[src/rtl/ram_stream_reader_if.sv]
// rtl/ram_stream_reader_if.sv - control, RAM read port and output stream bundle for ram_stream_reader
// master is the reader's view; slave is the view of whatever drives and consumes it.
interface ram_stream_reader_if #(
  parameter int DATA_WIDTH = 32,
  parameter int ADDR_WIDTH = 10
);
  logic                  start;
  logic [ADDR_WIDTH-1:0] base_addr;
  logic [ADDR_WIDTH:0]   length;
  logic                  busy;
  logic                  done;

  logic                  ram_clken;
  logic [ADDR_WIDTH-1:0] ram_address;
  logic                  ram_read_en;
  logic                  ram_write_en;
  logic [DATA_WIDTH-1:0] ram_read_data;

  logic [DATA_WIDTH-1:0] out_data;
  logic                  out_valid;
  logic                  out_last;
  logic                  out_ready;

  modport master (
    input  start, base_addr, length, ram_read_data, out_ready,
    output busy, done, ram_clken, ram_address, ram_read_en, ram_write_en,
           out_data, out_valid, out_last
  );

  modport slave (
    output start, base_addr, length, ram_read_data, out_ready,
    input  busy, done, ram_clken, ram_address, ram_read_en, ram_write_en,
           out_data, out_valid, out_last
  );
endinterface

[src/rtl/ram_stream_reader.sv]
// rtl/ram_stream_reader.sv - streams a block of RAM words out over a valid/ready port
// Reads are issued against a credit count so the output FIFO can never overflow.
module ram_stream_reader #(
  parameter int DATA_WIDTH = 32,
  parameter int ADDR_WIDTH = 10,
  parameter int LATENCY    = 1,
  parameter int FIFO_DEPTH = 8
) (
  input  logic                clk,
  input  logic                reset,
  ram_stream_reader_if.master bus
);
  localparam int                PTR_W   = $clog2(FIFO_DEPTH);
  localparam int                CNT_W   = PTR_W + 1;
  localparam logic [CNT_W-1:0]  DEPTH_C = CNT_W'(FIFO_DEPTH);

  typedef enum logic [1:0] {IDLE, ISSUE, DRAIN} state_t;

  state_t                r_state;
  state_t                w_state_nxt;
  logic [ADDR_WIDTH-1:0] r_addr;
  logic [ADDR_WIDTH:0]   r_remaining;
  logic [LATENCY-1:0]    r_tag_vld;
  logic [LATENCY-1:0]    r_tag_last;
  logic [DATA_WIDTH-1:0] r_fifo_data [FIFO_DEPTH];
  logic [FIFO_DEPTH-1:0] r_fifo_last;
  logic [PTR_W-1:0]      r_wr_ptr;
  logic [PTR_W-1:0]      r_rd_ptr;
  logic [CNT_W-1:0]      r_count;
  logic [CNT_W-1:0]      r_credits;
  logic                  r_zero_done;

  logic w_start_ok;
  logic w_start_zero;
  logic w_issue;
  logic w_issue_last;
  logic w_push;
  logic w_pop;
  logic w_not_empty;
  logic w_head_last;
  logic w_last_beat;

  assign w_start_ok   = (r_state == IDLE) && bus.start && (bus.length != '0);
  assign w_start_zero = (r_state == IDLE) && bus.start && (bus.length == '0);
  // Credits cover reads in flight plus words already buffered.
  assign w_issue      = (r_state == ISSUE) && (r_credits < DEPTH_C);
  assign w_issue_last = w_issue && (r_remaining == (ADDR_WIDTH+1)'(1));
  assign w_push       = r_tag_vld[LATENCY-1];
  assign w_not_empty  = (r_count != '0);
  assign w_pop        = w_not_empty && bus.out_ready;
  assign w_head_last  = r_fifo_last[r_rd_ptr];
  assign w_last_beat  = w_pop && w_head_last;

  always_comb begin
    w_state_nxt = r_state;
    unique case (r_state)
      IDLE:    if (w_start_ok)   w_state_nxt = ISSUE;
      ISSUE:   if (w_issue_last) w_state_nxt = DRAIN;
      DRAIN:   if (w_last_beat)  w_state_nxt = IDLE;
      default: w_state_nxt = IDLE;
    endcase
  end

  always_ff @(posedge clk or posedge reset) begin
    if (reset) begin
      r_state     <= IDLE;
      r_addr      <= '0;
      r_remaining <= '0;
      r_tag_vld   <= '0;
      r_tag_last  <= '0;
      r_fifo_last <= '0;
      r_wr_ptr    <= '0;
      r_rd_ptr    <= '0;
      r_count     <= '0;
      r_credits   <= '0;
      r_zero_done <= 1'b0;
    end else begin
      r_state     <= w_state_nxt;
      r_zero_done <= w_start_zero;

      if (w_start_ok) begin
        r_addr      <= bus.base_addr;
        r_remaining <= bus.length;
      end else if (w_issue) begin
        r_addr      <= r_addr + ADDR_WIDTH'(1);
        r_remaining <= r_remaining - (ADDR_WIDTH+1)'(1);
      end

      r_tag_vld[0]  <= w_issue;
      r_tag_last[0] <= w_issue_last;
      for (int i = 1; i < LATENCY; i++) begin
        r_tag_vld[i]  <= r_tag_vld[i-1];
        r_tag_last[i] <= r_tag_last[i-1];
      end

      if (w_push) begin
        r_fifo_last[r_wr_ptr] <= r_tag_last[LATENCY-1];
        r_wr_ptr              <= r_wr_ptr + PTR_W'(1);
      end
      if (w_pop) begin
        r_rd_ptr <= r_rd_ptr + PTR_W'(1);
      end

      unique case ({w_push, w_pop})
        2'b10:   r_count <= r_count + CNT_W'(1);
        2'b01:   r_count <= r_count - CNT_W'(1);
        default: r_count <= r_count;
      endcase

      // A credit returns only when the word leaves the FIFO, so it is usable next cycle.
      unique case ({w_issue, w_pop})
        2'b10:   r_credits <= r_credits + CNT_W'(1);
        2'b01:   r_credits <= r_credits - CNT_W'(1);
        default: r_credits <= r_credits;
      endcase
    end
  end

  always_ff @(posedge clk) begin
    if (w_push) begin
      r_fifo_data[r_wr_ptr] <= bus.ram_read_data;
    end
  end

  assign bus.busy         = (r_state != IDLE);
  assign bus.done         = r_zero_done || ((r_state == DRAIN) && w_last_beat);
  assign bus.ram_clken    = 1'b1;
  assign bus.ram_write_en = 1'b0;
  assign bus.ram_read_en  = w_issue;
  assign bus.ram_address  = r_addr;
  assign bus.out_valid    = w_not_empty;
  assign bus.out_data     = w_not_empty ? r_fifo_data[r_rd_ptr] : '0;
  assign bus.out_last     = w_not_empty && w_head_last;
endmodule

[src/flat_wrapper.sv]
// flat-port wrapper written by rule: the top's interface ports become plain ports
module ram_stream_reader_flat 
#(
  parameter int DATA_WIDTH = 32,
  parameter int ADDR_WIDTH = 10,
  parameter int LATENCY    = 1,
  parameter int FIFO_DEPTH = 8
)
  (clk, reset, bus_start, bus_base_addr, bus_length, bus_ram_read_data, bus_out_ready, bus_busy, bus_done, bus_ram_clken, bus_ram_address, bus_ram_read_en, bus_ram_write_en, bus_out_data, bus_out_valid, bus_out_last);
  ram_stream_reader_if #(.DATA_WIDTH(DATA_WIDTH), .ADDR_WIDTH(ADDR_WIDTH)) bus_i ();
  input  logic clk;
  input  logic reset;
  input wire logic [$bits(bus_i.start)-1:0] bus_start;
  input wire logic [$bits(bus_i.base_addr)-1:0] bus_base_addr;
  input wire logic [$bits(bus_i.length)-1:0] bus_length;
  input wire logic [$bits(bus_i.ram_read_data)-1:0] bus_ram_read_data;
  input wire logic [$bits(bus_i.out_ready)-1:0] bus_out_ready;
  output wire logic [$bits(bus_i.busy)-1:0] bus_busy;
  output wire logic [$bits(bus_i.done)-1:0] bus_done;
  output wire logic [$bits(bus_i.ram_clken)-1:0] bus_ram_clken;
  output wire logic [$bits(bus_i.ram_address)-1:0] bus_ram_address;
  output wire logic [$bits(bus_i.ram_read_en)-1:0] bus_ram_read_en;
  output wire logic [$bits(bus_i.ram_write_en)-1:0] bus_ram_write_en;
  output wire logic [$bits(bus_i.out_data)-1:0] bus_out_data;
  output wire logic [$bits(bus_i.out_valid)-1:0] bus_out_valid;
  output wire logic [$bits(bus_i.out_last)-1:0] bus_out_last;
  assign bus_i.start = bus_start;
  assign bus_i.base_addr = bus_base_addr;
  assign bus_i.length = bus_length;
  assign bus_i.ram_read_data = bus_ram_read_data;
  assign bus_i.out_ready = bus_out_ready;
  assign bus_busy = bus_i.busy;
  assign bus_done = bus_i.done;
  assign bus_ram_clken = bus_i.ram_clken;
  assign bus_ram_address = bus_i.ram_address;
  assign bus_ram_read_en = bus_i.ram_read_en;
  assign bus_ram_write_en = bus_i.ram_write_en;
  assign bus_out_data = bus_i.out_data;
  assign bus_out_valid = bus_i.out_valid;
  assign bus_out_last = bus_i.out_last;
  ram_stream_reader #(.DATA_WIDTH(DATA_WIDTH), .ADDR_WIDTH(ADDR_WIDTH), .LATENCY(LATENCY), .FIFO_DEPTH(FIFO_DEPTH)) u_core (.clk(clk), .reset(reset), .bus(bus_i));
endmodule
[config.mk]
export PLATFORM = sky130hd
export DESIGN_NAME = ram_stream_reader_flat
export DESIGN_NICKNAME = d
export VERILOG_FILES = /design/src/rtl/ram_stream_reader_if.sv /design/src/rtl/ram_stream_reader.sv /design/src/flat_wrapper.sv
export SDC_FILE = /design/constraint.sdc
export NUM_CORES = 1
export LEC_CHECK = 0
export BUFFER_PORTS_ARGS = -buffer_cell sky130_fd_sc_hd__buf_2
export CAP_MARGIN = 30
export CORE_ASPECT_RATIO = 1.25
export CORE_MARGIN = 8
export CORE_UTILIZATION = 45
export CTS_BUF_LIST = sky130_fd_sc_hd__clkbuf_8 sky130_fd_sc_hd__clkbuf_16
export DETAILED_ROUTE_END_ITERATION = 10
export PLACE_DENSITY = 0.7
export SYNTH_ARGS = -nofsm -noshare
export SYNTH_HDL_FRONTEND = slang
export SYNTH_SLANG_ARGS = --single-unit
[constraint.sdc]
create_clock -name clk -period 4.87 [get_ports clk]
set_input_delay 0.2435 -clock clk [delete_from_list [all_inputs] [get_ports clk]]
set_output_delay 0.2435 -clock clk [all_outputs]
set_load 0.02 [all_outputs]
# Word-level counts from Yosys, hierarchy flattened
# Memories as Yosys holds them, arrays and structs flattened.
# Index checks and enable logic that the tools add are counted.
word_totals:
  mem_count: 1
  wordCells: 72
  ram_bits: 256
  regBits: 48
  output_inout_bits: 49
op_classes:
  n_mux: 18
  order_cmp: 4
  addsub: 8
  n_eq_ne: 10
  n_reduce_logical: 20
mem_list:
  columns: ["name", "words", "width", "read_ports", "rd_ports_with_merged_regs", "write_ports", "line", "text"]
  rows:
  - ["u_core.r_fifo_data", 8, 32, 1, 0, 1, "ram_stream_reader.sv:25", "logic [DATA_WIDTH-1:0] r_fifo_data [FIFO_DEPTH];"]
op_table:
  columns: ["op", "n"]
  rows:
  - ["2-to-1 mux 32 bit", 1]
  - ["2-to-1 mux 11 bit", 2]
  - ["2-to-1 mux 10 bit", 2]
  - ["case mux 4 bit (2 select lines)", 2]
  - ["== test 11 x 1 -> 1 bit (second input constant)", 1]
  - ["logical NOT 11 bit", 1]
  - ["nonzero test 11 bit", 1]
  - ["subtractor 11 x 1 -> 11 bit (second input constant)", 1]
  - ["adder 10 x 1 -> 10 bit (second input constant)", 1]
  - ["logical AND 1 bit", 10]
  - ["adder 4 x 1 -> 4 bit (second input constant)", 2]
  - ["bitwise mux 8 bit", 1]
  - ["< comparator 3 x 4 -> 1 bit (second input constant)", 2]
  - ["nonzero test 2 bit", 4]
  - ["subtractor 4 x 1 -> 4 bit (second input constant)", 2]
  - ["adder 3 x 1 -> 3 bit (second input constant)", 2]
  - ["== test 2 x 1 -> 1 bit (second input constant)", 3]
  - ["== test 2 bit (second input constant)", 3]
  - ["2-to-1 mux 2 bit", 3]
  - ["!= test 2 x 1 -> 1 bit (second input constant)", 3]
  - ["case mux 2 bit (3 select lines)", 1]
  - ["< comparator 4 bit (second input constant)", 1]
  - ["2-to-1 mux 1 bit", 4]
  - ["nonzero test 4 bit", 1]
  - ["6 further kinds", 6]

# Logic depth before layout (Yosys ltp)
# Gate-level depths: netlist of the first run.
depth:
  ltp_word: 5
  mapped_depth: 12
  ltp_nobuf: 10

# Least setup slack after synthesis of the first run
# No wires, ideal clock.
synth_timing:
  path_type: "reg2reg"
  start: "reg u_core.r_wr_ptr[0]"
  end: "reg u_core.r_fifo_last[0]"
  slack_ns: 1.407
  setup_ns: 0.125
  synth_period_minus_slack_ns: 3.463
  stages_incl_launch_ff: 4
  path_buffers: 0
  t_arrival_ns: 3.338
  path_cell_list: "dfrtp_1 nand2b_1 nor3_1 mux2_2"
synth_via:
  elab_chain_cells: 5
  word_cells_on_any_way: 6
  classes_between: "2 x order compare; 3 x mux; 1 x reduce/logical"
synth_rtl:
  columns: ["element", "line", "text"]
  rows:
  - ["start, declared", "ram_stream_reader.sv:27", "logic [PTR_W-1:0] r_wr_ptr;"]
  - ["start signal, assigned", "ram_stream_reader.sv:98", "r_wr_ptr <= r_wr_ptr + PTR_W'(1);"]
  - ["< comparator 3 x 4 -> 1 bit (not written as such) / greater-or-equal comparator 3 x 1 -> 1 bit (equally long branches)", "ram_stream_reader.sv:97", "r_fifo_last[r_wr_ptr] <= r_tag_last[LATENCY-1];"]
  - ["logical AND 1 bit (not written as such)", "ram_stream_reader.sv:97", null]
  - ["2-to-1 mux 1 bit (not written as such)", "ram_stream_reader.sv:97", null]
  - ["demux 1 bit (select 3 bit) (*)", null, null]
  - ["bitwise mux 8 bit (*)", "ram_stream_reader.sv:97", null]
  - ["end signal, assigned by index", "ram_stream_reader.sv:97", null]
  - ["end, declared", "ram_stream_reader.sv:26", "logic [FIFO_DEPTH-1:0] r_fifo_last;"]
# Every way passes the cells marked *; elsewhere a longest branch is shown, timed or not.
# A chain may end at the register's enable or synchronous reset.

# Worst setup path in the final report of the first run
layout_timing:
  start: "reg u_core.r_rd_ptr[0]"
  end: "out bus_out_data[20]"
layout_via:
  elab_chain_cells: 2
layout_rtl:
  columns: ["element", "line", "text"]
  rows:
  - ["start, declared", "ram_stream_reader.sv:28", "logic [PTR_W-1:0] r_rd_ptr;"]
  - ["start signal, assigned", "ram_stream_reader.sv:101", "r_rd_ptr <= r_rd_ptr + PTR_W'(1);"]
  - ["memory (8 x 32 bit)", null, null]
  - ["2-to-1 mux 32 bit", "ram_stream_reader.sv:132", "assign bus.out_data = w_not_empty ? r_fifo_data[r_rd_ptr] : '0;"]
  - ["end, declared", "flat_wrapper.sv:24", "output wire logic [$bits(bus_i.out_data)-1:0] bus_out_data;"]
# No other way between the ends.

==> flow_summary.json, run 1 <==
{
  "cp_slowest_cell": "dfrtp_4",
  "num-nets-final": 905,
  "ys_top_cells_by_area": "edfxtp_1 62%, mux4_2 12%, dfrtp_1 9.7%",
  "synth.distinct_cells": 61,
  "finalCritPeriodShare_pct": 69.2,
  "first_iter_violations": 451,
  "tns_ps": 0,
  "routabilityCongestion": 0.741,
  "peakVddDrop_uv": 340,
  "synth-edff-count": 256,
  "maxCapViolCount": 0,
  "fillCellCount": 2121,
  "fin_area_mm2": 0.0149,
  "fp.dieW_um": 164,
  "syn_nets": 735,
  "rr_endpoint": "u_core.r_count[2]",
  "drtAntennaViolNets": 0,
  "p_clk_share_pct": 24.6,
  "htreeDepth": 1,
  "clock_latency_ps": 540,
  "synth.yosys.warnings": 0,
  "seqPwrFrac_pct": 41.7,
  "cts_setup_buffers": 0,
  "power.leakage_uw": 0.00536,
  "syn_inst": 667,
  "avgViaCountPerCell": 5.44,
  "antenna_found_initial": 1,
  "cts_sinks": 304,
  "clk_pin_slew_worst_paths_ps": 60,
  "grt_pass1_wl_um": 39500,
  "hold_path_depth": 3,
  "yosys.area.top_type": "edfxtp_1",
  "pwr-share-comb_pct": 33.7,
  "diodes": 0,
  "rsz0062_at_grt": "no",
  "core-area_mm2": 0.0273,
  "drive_above_1_share_pct": 30.9,
  "syn-cell-area_mm2": 0.0123,
  "final_core_util_pct": 54.4,
  "place_area_mm2": 0.0133,
  "dieArea_mm2": 0.0330,
  "clock.fmax_mhz": 297,
  "first_global_vias": 7074,
  "wl_per_cell_um": 20.7,
  "grt_start_max_net_pins": 46,
  "clockBufferDepth": 3,
  "clock_skew_ps": 11.1,
  "yosys.cell_count.top_type": "edfxtp_1",
  "synth-seq-cells": 304,
  "reg2reg_from": "u_core.r_count[0]",
  "cts_buffers": 30,
  "crit_type": "reg -> out",
  "vias": 6588,
  "total_power_uw": 9290,
  "track_usage_pct": 15.2,
  "p_sw_uw": 3140,
  "seq_area_frac_synth_pct": 72.0,
  "cp_cell_sequence": "buf_4 -> mux4_2 -> mux2i_1 -> nor2_1 -> buf_2",
  "ctsResizeCount": 0,
  "ctsRootBufferMaster": "clkbuf_16",
  "drc_errors": 0,
  "rr_worst_depth": 10,
  "status": "finished, final reports clean",
  "power.density_mw_per_mm2": 625,
  "start_util_pct": 45.2,
  "crit_fanout": 45,
  "hp-start": "bus_length[0]",
  "required_ps": 4630,
  "final_max_slew_viol_count": 0,
  "synth_top_area_share_pct": 62.3,
  "synthArstFlopShare_pct": 15.8,
  "slowest_delay_ps": 1000,
  "die_y_um": 201,
  "cts_tree": "yes",
  "holdCritPathClass": "in -> reg",
  "dp.final_hpwl_um": 14700,
  "reg2reg_setup_slack_ps": 2410,
  "grt_overflow_total": 0,
  "num_rows": 68,
  "setup_viol": 0,
  "hold_viol": 0,
  "dr.pass1.iters": 5,
  "io_buffers": 103,
  "worst_pin_slew_ps": 978,
  "critPathLaunchType": "register",
  "synth_commonest_cells": "256 x edfxtp_1, 64 x mux4_2, 50 x nor2_1",
  "worst_setup_path_end_kind": "output port",
  "p_int_uw": 6160,
  "period_needed_ps": 3370,
  "hold_path_end": "u_core.r_remaining[0]",
  "avgSynthCellArea_um2": 18.5,
  "area_growth_pct": 20.4,
  "slew_headroom_pct": 34.4,
  "ios": 106,
  "sw_frac_of_total_pct": 33.7,
  "critPathArrivalTime_ps": 3130,
  "wl_um": 25100,
  "ys.flop_type": "edfxtp_1"
}
-- flip-flops by register name (all words and copies together), names as in the netlist, 2 cells and up --
name and count:
u_core.bus.ram_address 10, u_core.r_rd_ptr 3, u_core.r_count 4, u_core.r_credits 4, u_core.r_remaining 11, u_core.r_fifo_data 256, u_core.r_state 2, u_core.r_fifo_last 8
u_core.r_wr_ptr 3
-- worst max path at each step --
stage                                 end  slack [ps]               start
finish                   bus_out_data[20]        1500  u_core.r_rd_ptr[0]
CTS                      bus_out_data[20]        1380  u_core.r_rd_ptr[0]
detailed placement       bus_out_data[20]        1970  u_core.r_rd_ptr[0]
global route             bus_out_data[20]        1240  u_core.r_rd_ptr[0]
global placement         bus_out_data[20]        2020  u_core.r_rd_ptr[0]
floorplan           u_core.r_fifo_last[0]        1410  u_core.r_wr_ptr[0]
-- logic make-up after synthesis --
| logic type | synth area share [%] |
|---|---|
| fa+ha+maj | 1.12 |
| mux | 15.7 |
| simple gates | 5.30 |
| compound gates | 2.51 |
| other cells | 0.0608 |
| flops | 72.0 |
| xor+xnor | 1.56 |
| buf+inv | 1.72 |
-- metrics by stage --
step,setup WS [ps],instances,hold slack (ps)
after floorplan,1410,667,342
after global placement,2020,1101,456
after detailed placement,1970,1103,324
after CTS,1380,1210,2.96
after global routing,1240,1210,42.1
final,1500,1210,25.0
-- power groups by stage --
stage,clock network [µW],registers [µW],logic (µW)
6_report,2290,3880,3130
5_1_grt,2440,3950,3400
4_1_cts,2340,3890,3190
3_5_place_dp,0,3930,3140
3_3_place_gp,0,3950,3020
2_1_floorplan,0,3720,2340
-- critical path: cells and delay by family, from the launching register on --
family	cells	cell delay, ps
simple gates	1	50
buf+inv	2	750
flops	1	1000
mux	2	770
-- repair_timing --
action / CTS / global route
setup endpoints to repair: 0 / 0
endpoints found under the hold margin: 297 / 0
hold buffers: 52 / 0
-- cell type report --
class                           count  area (µm²)  share of cell area, %
Clock buffer                       31         776                   5.22
Inverter                           11        46.3                  0.312
Multi-Input combinational cell    319        3300                   22.2
Sequential cell                   304        8890                   59.9
Timing Repair Buffer              171        1180                   7.95
Clock inverter                     24         220                   1.48
Tap cell                          350         438                   2.95
-- layer usage --
layer | vias to the layer above | wire length (µm) | track usage (%) | share of wire [%]
met3 | 27 | 1430 | 3.03 | 5.7
li1 | 2986 | - | - | -
met1 | 3378 | 10500 | 19.6 | 42
met4 | 2 | 313 | 3.25 | 1.2
met5 | - | 8 | 0 | 0.032
met2 | 195 | 12800 | 25.9 | 51
-- cell usage in the layout, fill, tap and decap left out, types with 4 or more instances in the layout --
cell	netlist	layout
edfxtp_1	256	256
buf_2	9	103
mux4_2	64	64
dlygate4sd3_1	0	52
dfrtp_1	48	45
nor2_1	50	44
mux2i_1	35	35
clkbuf_16	0	31
nand2_1	25	25
xor2_1	17	17
buf_4	2	14
mux2_2	13	13
nand3_1	11	11
ha_1	11	11
inv_1	8	10
clkinv_2	0	10
o21ai_0	7	7
nor2_4	0	6
o21ai_1	6	6
xnor2_1	5	5
a21oi_1	5	5
nand4_1	5	5
or4_1	4	4
a31oi_1	4	4
bufinv_16	0	4
clkinv_1	0	4
No activity file was read; power rests on OpenSTA's default activity.
==> inputs of run 2 (changes only) <==
Settings changed: ABC_AREA from default to 1, PLACE_DENSITY 0.7 to 0.72.
Clock period 4.87 ns to 2.9 ns, I/O delays scaled along.
==> run 2 against run 1 <==
Die area grew 4.7%. First-iteration DRC count grew 67%. Final area grew 3.3%. Via count grew 39%. Critical path depth increased by 2. Global-route usage rose by 1.6 points. Register-to-register slack lost 1700 ps. Synthesized area grew 5.1%. Total power rose by 82%. Worst hold slack improved by 250 ps. Non-clock buffer count up 9. Highest routed layer is now met4.
==> flow_summary.json, run 2 <==
{
  "status": "finished, final reports clean",
  "wl_um": 29300,
  "maxCapViolCount": 0,
  "p_int_uw": 10200,
  "synth.distinct_cells": 34,
  "ios": 106,
  "seqPwrFrac_pct": 36.7,
  "tns_ps": 0,
  "finalCritPeriodShare_pct": 91.1,
  "slew_headroom_pct": 52.6,
  "final_max_slew_viol_count": 0,
  "cts_sinks": 304,
  "synth_top_area_share_pct": 59.2,
  "die_y_um": 206,
  "crit_type": "reg -> out",
  "crit_start": "u_core.r_rd_ptr[0]",
  "clock.fmax_mhz": 379,
  "dr.pass1.iters": 5,
  "grt_start_max_net_pins": 137,
  "avgSynthCellArea_um2": 11.0,
  "seq_area_frac_synth_pct": 68.5,
  "critPathLaunchType": "register",
  "num_rows": 69,
  "grt_pass1_wl_um": 46900,
  "setup_viol": 0,
  "synth_commonest_cells": "261 x nor2_1, 256 x edfxtp_1, 125 x nand2_1",
  "register_area_mm2": 0.00889,
  "area_growth_pct": 18.3,
  "synth-edff-count": 256,
  "largest_reg_flops": 256,
  "reg2reg_from": "u_core.r_count[0]",
  "drc_errors": 0,
  "fillCellCount": 2301,
  "peakVddDrop_uv": 803,
  "grt_overflow_total": 0,
  "ys.flop_type": "edfxtp_1",
  "synthArstFlopShare_pct": 15.8,
  "drive_above_1_share_pct": 13.3,
  "syn-cell-area_mm2": 0.0130,
  "io_buffers": 103,
  "dieArea_mm2": 0.0346,
  "antenna_found_initial": 3,
  "syn_nets": 1244,
  "fin_ws_ps": 259,
  "clock_latency_ps": 550,
  "first_iter_violations": 752,
  "holdCritPathClass": "in -> async",
  "core-area_mm2": 0.0284,
  "dp.final_hpwl_um": 16600,
  "start_util_pct": 45.7,
  "final_common_cell": "nor2_1",
  "pwr-share-comb_pct": 41.1,
  "synth.yosys.warnings": 0,
  "largest_register": "u_core.r_fifo_data",
  "vias": 9126,
  "ctsRootBufferMaster": "clkbuf_16",
  "crit_fanout": 58,
  "fp.dieW_um": 168,
  "num-nets-final": 1393,
  "cts_buffers": 29,
  "period_needed_ps": 2640,
  "drtAntennaViolNets": 0,
  "clock_skew_ps": 13.5,
  "yosys.area.top_type": "edfxtp_1",
  "clockBufferDepth": 3,
  "cts_tree": "yes",
  "total_power_uw": 16900,
  "final_cell_mix": "261 x nor2_1, 256 x edfxtp_1, 125 x nand2_1",
  "cts_setup_buffers": 0,
  "p_clk_share_pct": 22.2,
  "rsz0062_at_grt": "no",
  "sw_frac_of_total_pct": 40.0,
  "power.density_mw_per_mm2": 1100,
  "track_usage_pct": 16.7,
  "place_ws_ps": 690,
  "yosys.cell_count.top_type": "nor2_1",
  "syn_inst": 1176,
  "critPathArrivalTime_ps": 2500,
  "worst_pin_slew_ps": 709,
  "hold_viol": 0,
  "clk_pin_slew_worst_paths_ps": 60,
  "ctsResizeCount": 0,
  "synth-seq-cells": 304,
  "ys_top_cells_by_area": "edfxtp_1 59%, dfrtp_1 9.3%, nor2_1 7.5%",
  "required_ps": 2760,
  "routabilityCongestion": 0.874,
  "worst_setup_path_end_kind": "output port",
  "first_global_vias": 8971,
  "htreeDepth": 1,
  "power.leakage_uw": 0.00588,
  "final_core_util_pct": 54.0,
  "avgViaCountPerCell": 5.35,
  "multi_input_area_mm2": 0.00346,
  "p_sw_uw": 6780,
  "wl_per_cell_um": 17.2
}
## run 2: path summary, 6_finish.rpt
check,to,slack [ps],cells past startpoint
worst max-delay path,bus_out_data[0],260,7
worst min-delay path,u_core.r_zero_done,280,3
worst max register to register,u_core.r_credits[2],690,12
worst min register to register,u_core.r_count[3],480,2
max in group asynchronous,u_core.bus.ram_address[7],1910,4
min in group clk,u_core.bus.ram_address[0],370,4
## run 2: repair_timing
item	CTS	global route
endpoints found under the hold margin	311	0
setup endpoints to repair	0	0
hold buffers	56	0
## run 2: power by group through the flow
stage                     sequential [µW]  combinational (µW)  clock [µW]
after global placement               6260                6780           0
after global routing                 6310                7750        3990
final                                6220                6970        3760
after floorplan                      6280                4900           0
after detailed placement             6290                6940           0
after CTS                            6210                7030        3820
## run 2: critical path, stage by stage, from the launching register on
cell	delay, ps
dfrtp_4	500
inv_4	410
buf_12	330
nor2_1	70
o22ai_1	160
nor2_1	50
nor2_1	200
buf_2	200
## run 2: cell families (layout without fill, tap and decap cells)
family	after synthesis	after routing	share of synthesized area (%)
AO/OA/AOI/OAI	256	256	10.3
XOR/XNOR	14	14	0.945
adder cells (fa/ha/maj)	11	11	1.06
buffers and inverters	130	301	4.94
flip-flops	304	304	68.5
other	2	5	0.0579
AND/OR/NAND/NOR	459	459	14.2
## run 2: per-stage QoR
stage                     std cells  hold slack (ps)  cell area [µm²]
after floorplan                1176              244            13000
after global placement         1593              301            13800
after detailed placement       1593              309            13800
after CTS                      1702              274            15300
after global routing           1705              329            15300
final                          1705              277            15300
## run 2: routing by layer
layer	vias to the layer above	global-route usage [%]	part of all wire, %
met5	-	0	0
met4	0	4.54	1.6
met3	43	2.90	7.2
met2	327	30.2	51
met1	4372	20.4	40
li1	4384	-	-
## run 2: layout make-up
| class | instances | area share [%] |
|---|---|---|
| repair buffers | 180 | 8.69 |
| inverters | 68 | 1.69 |
| diodes | 3 | 0.0489 |
| clock inverters | 24 | 1.47 |
| flip-flops and latches | 304 | 57.9 |
| well taps | 355 | 2.89 |
| clock buffers | 29 | 4.73 |
| multi-input cells | 742 | 22.5 |
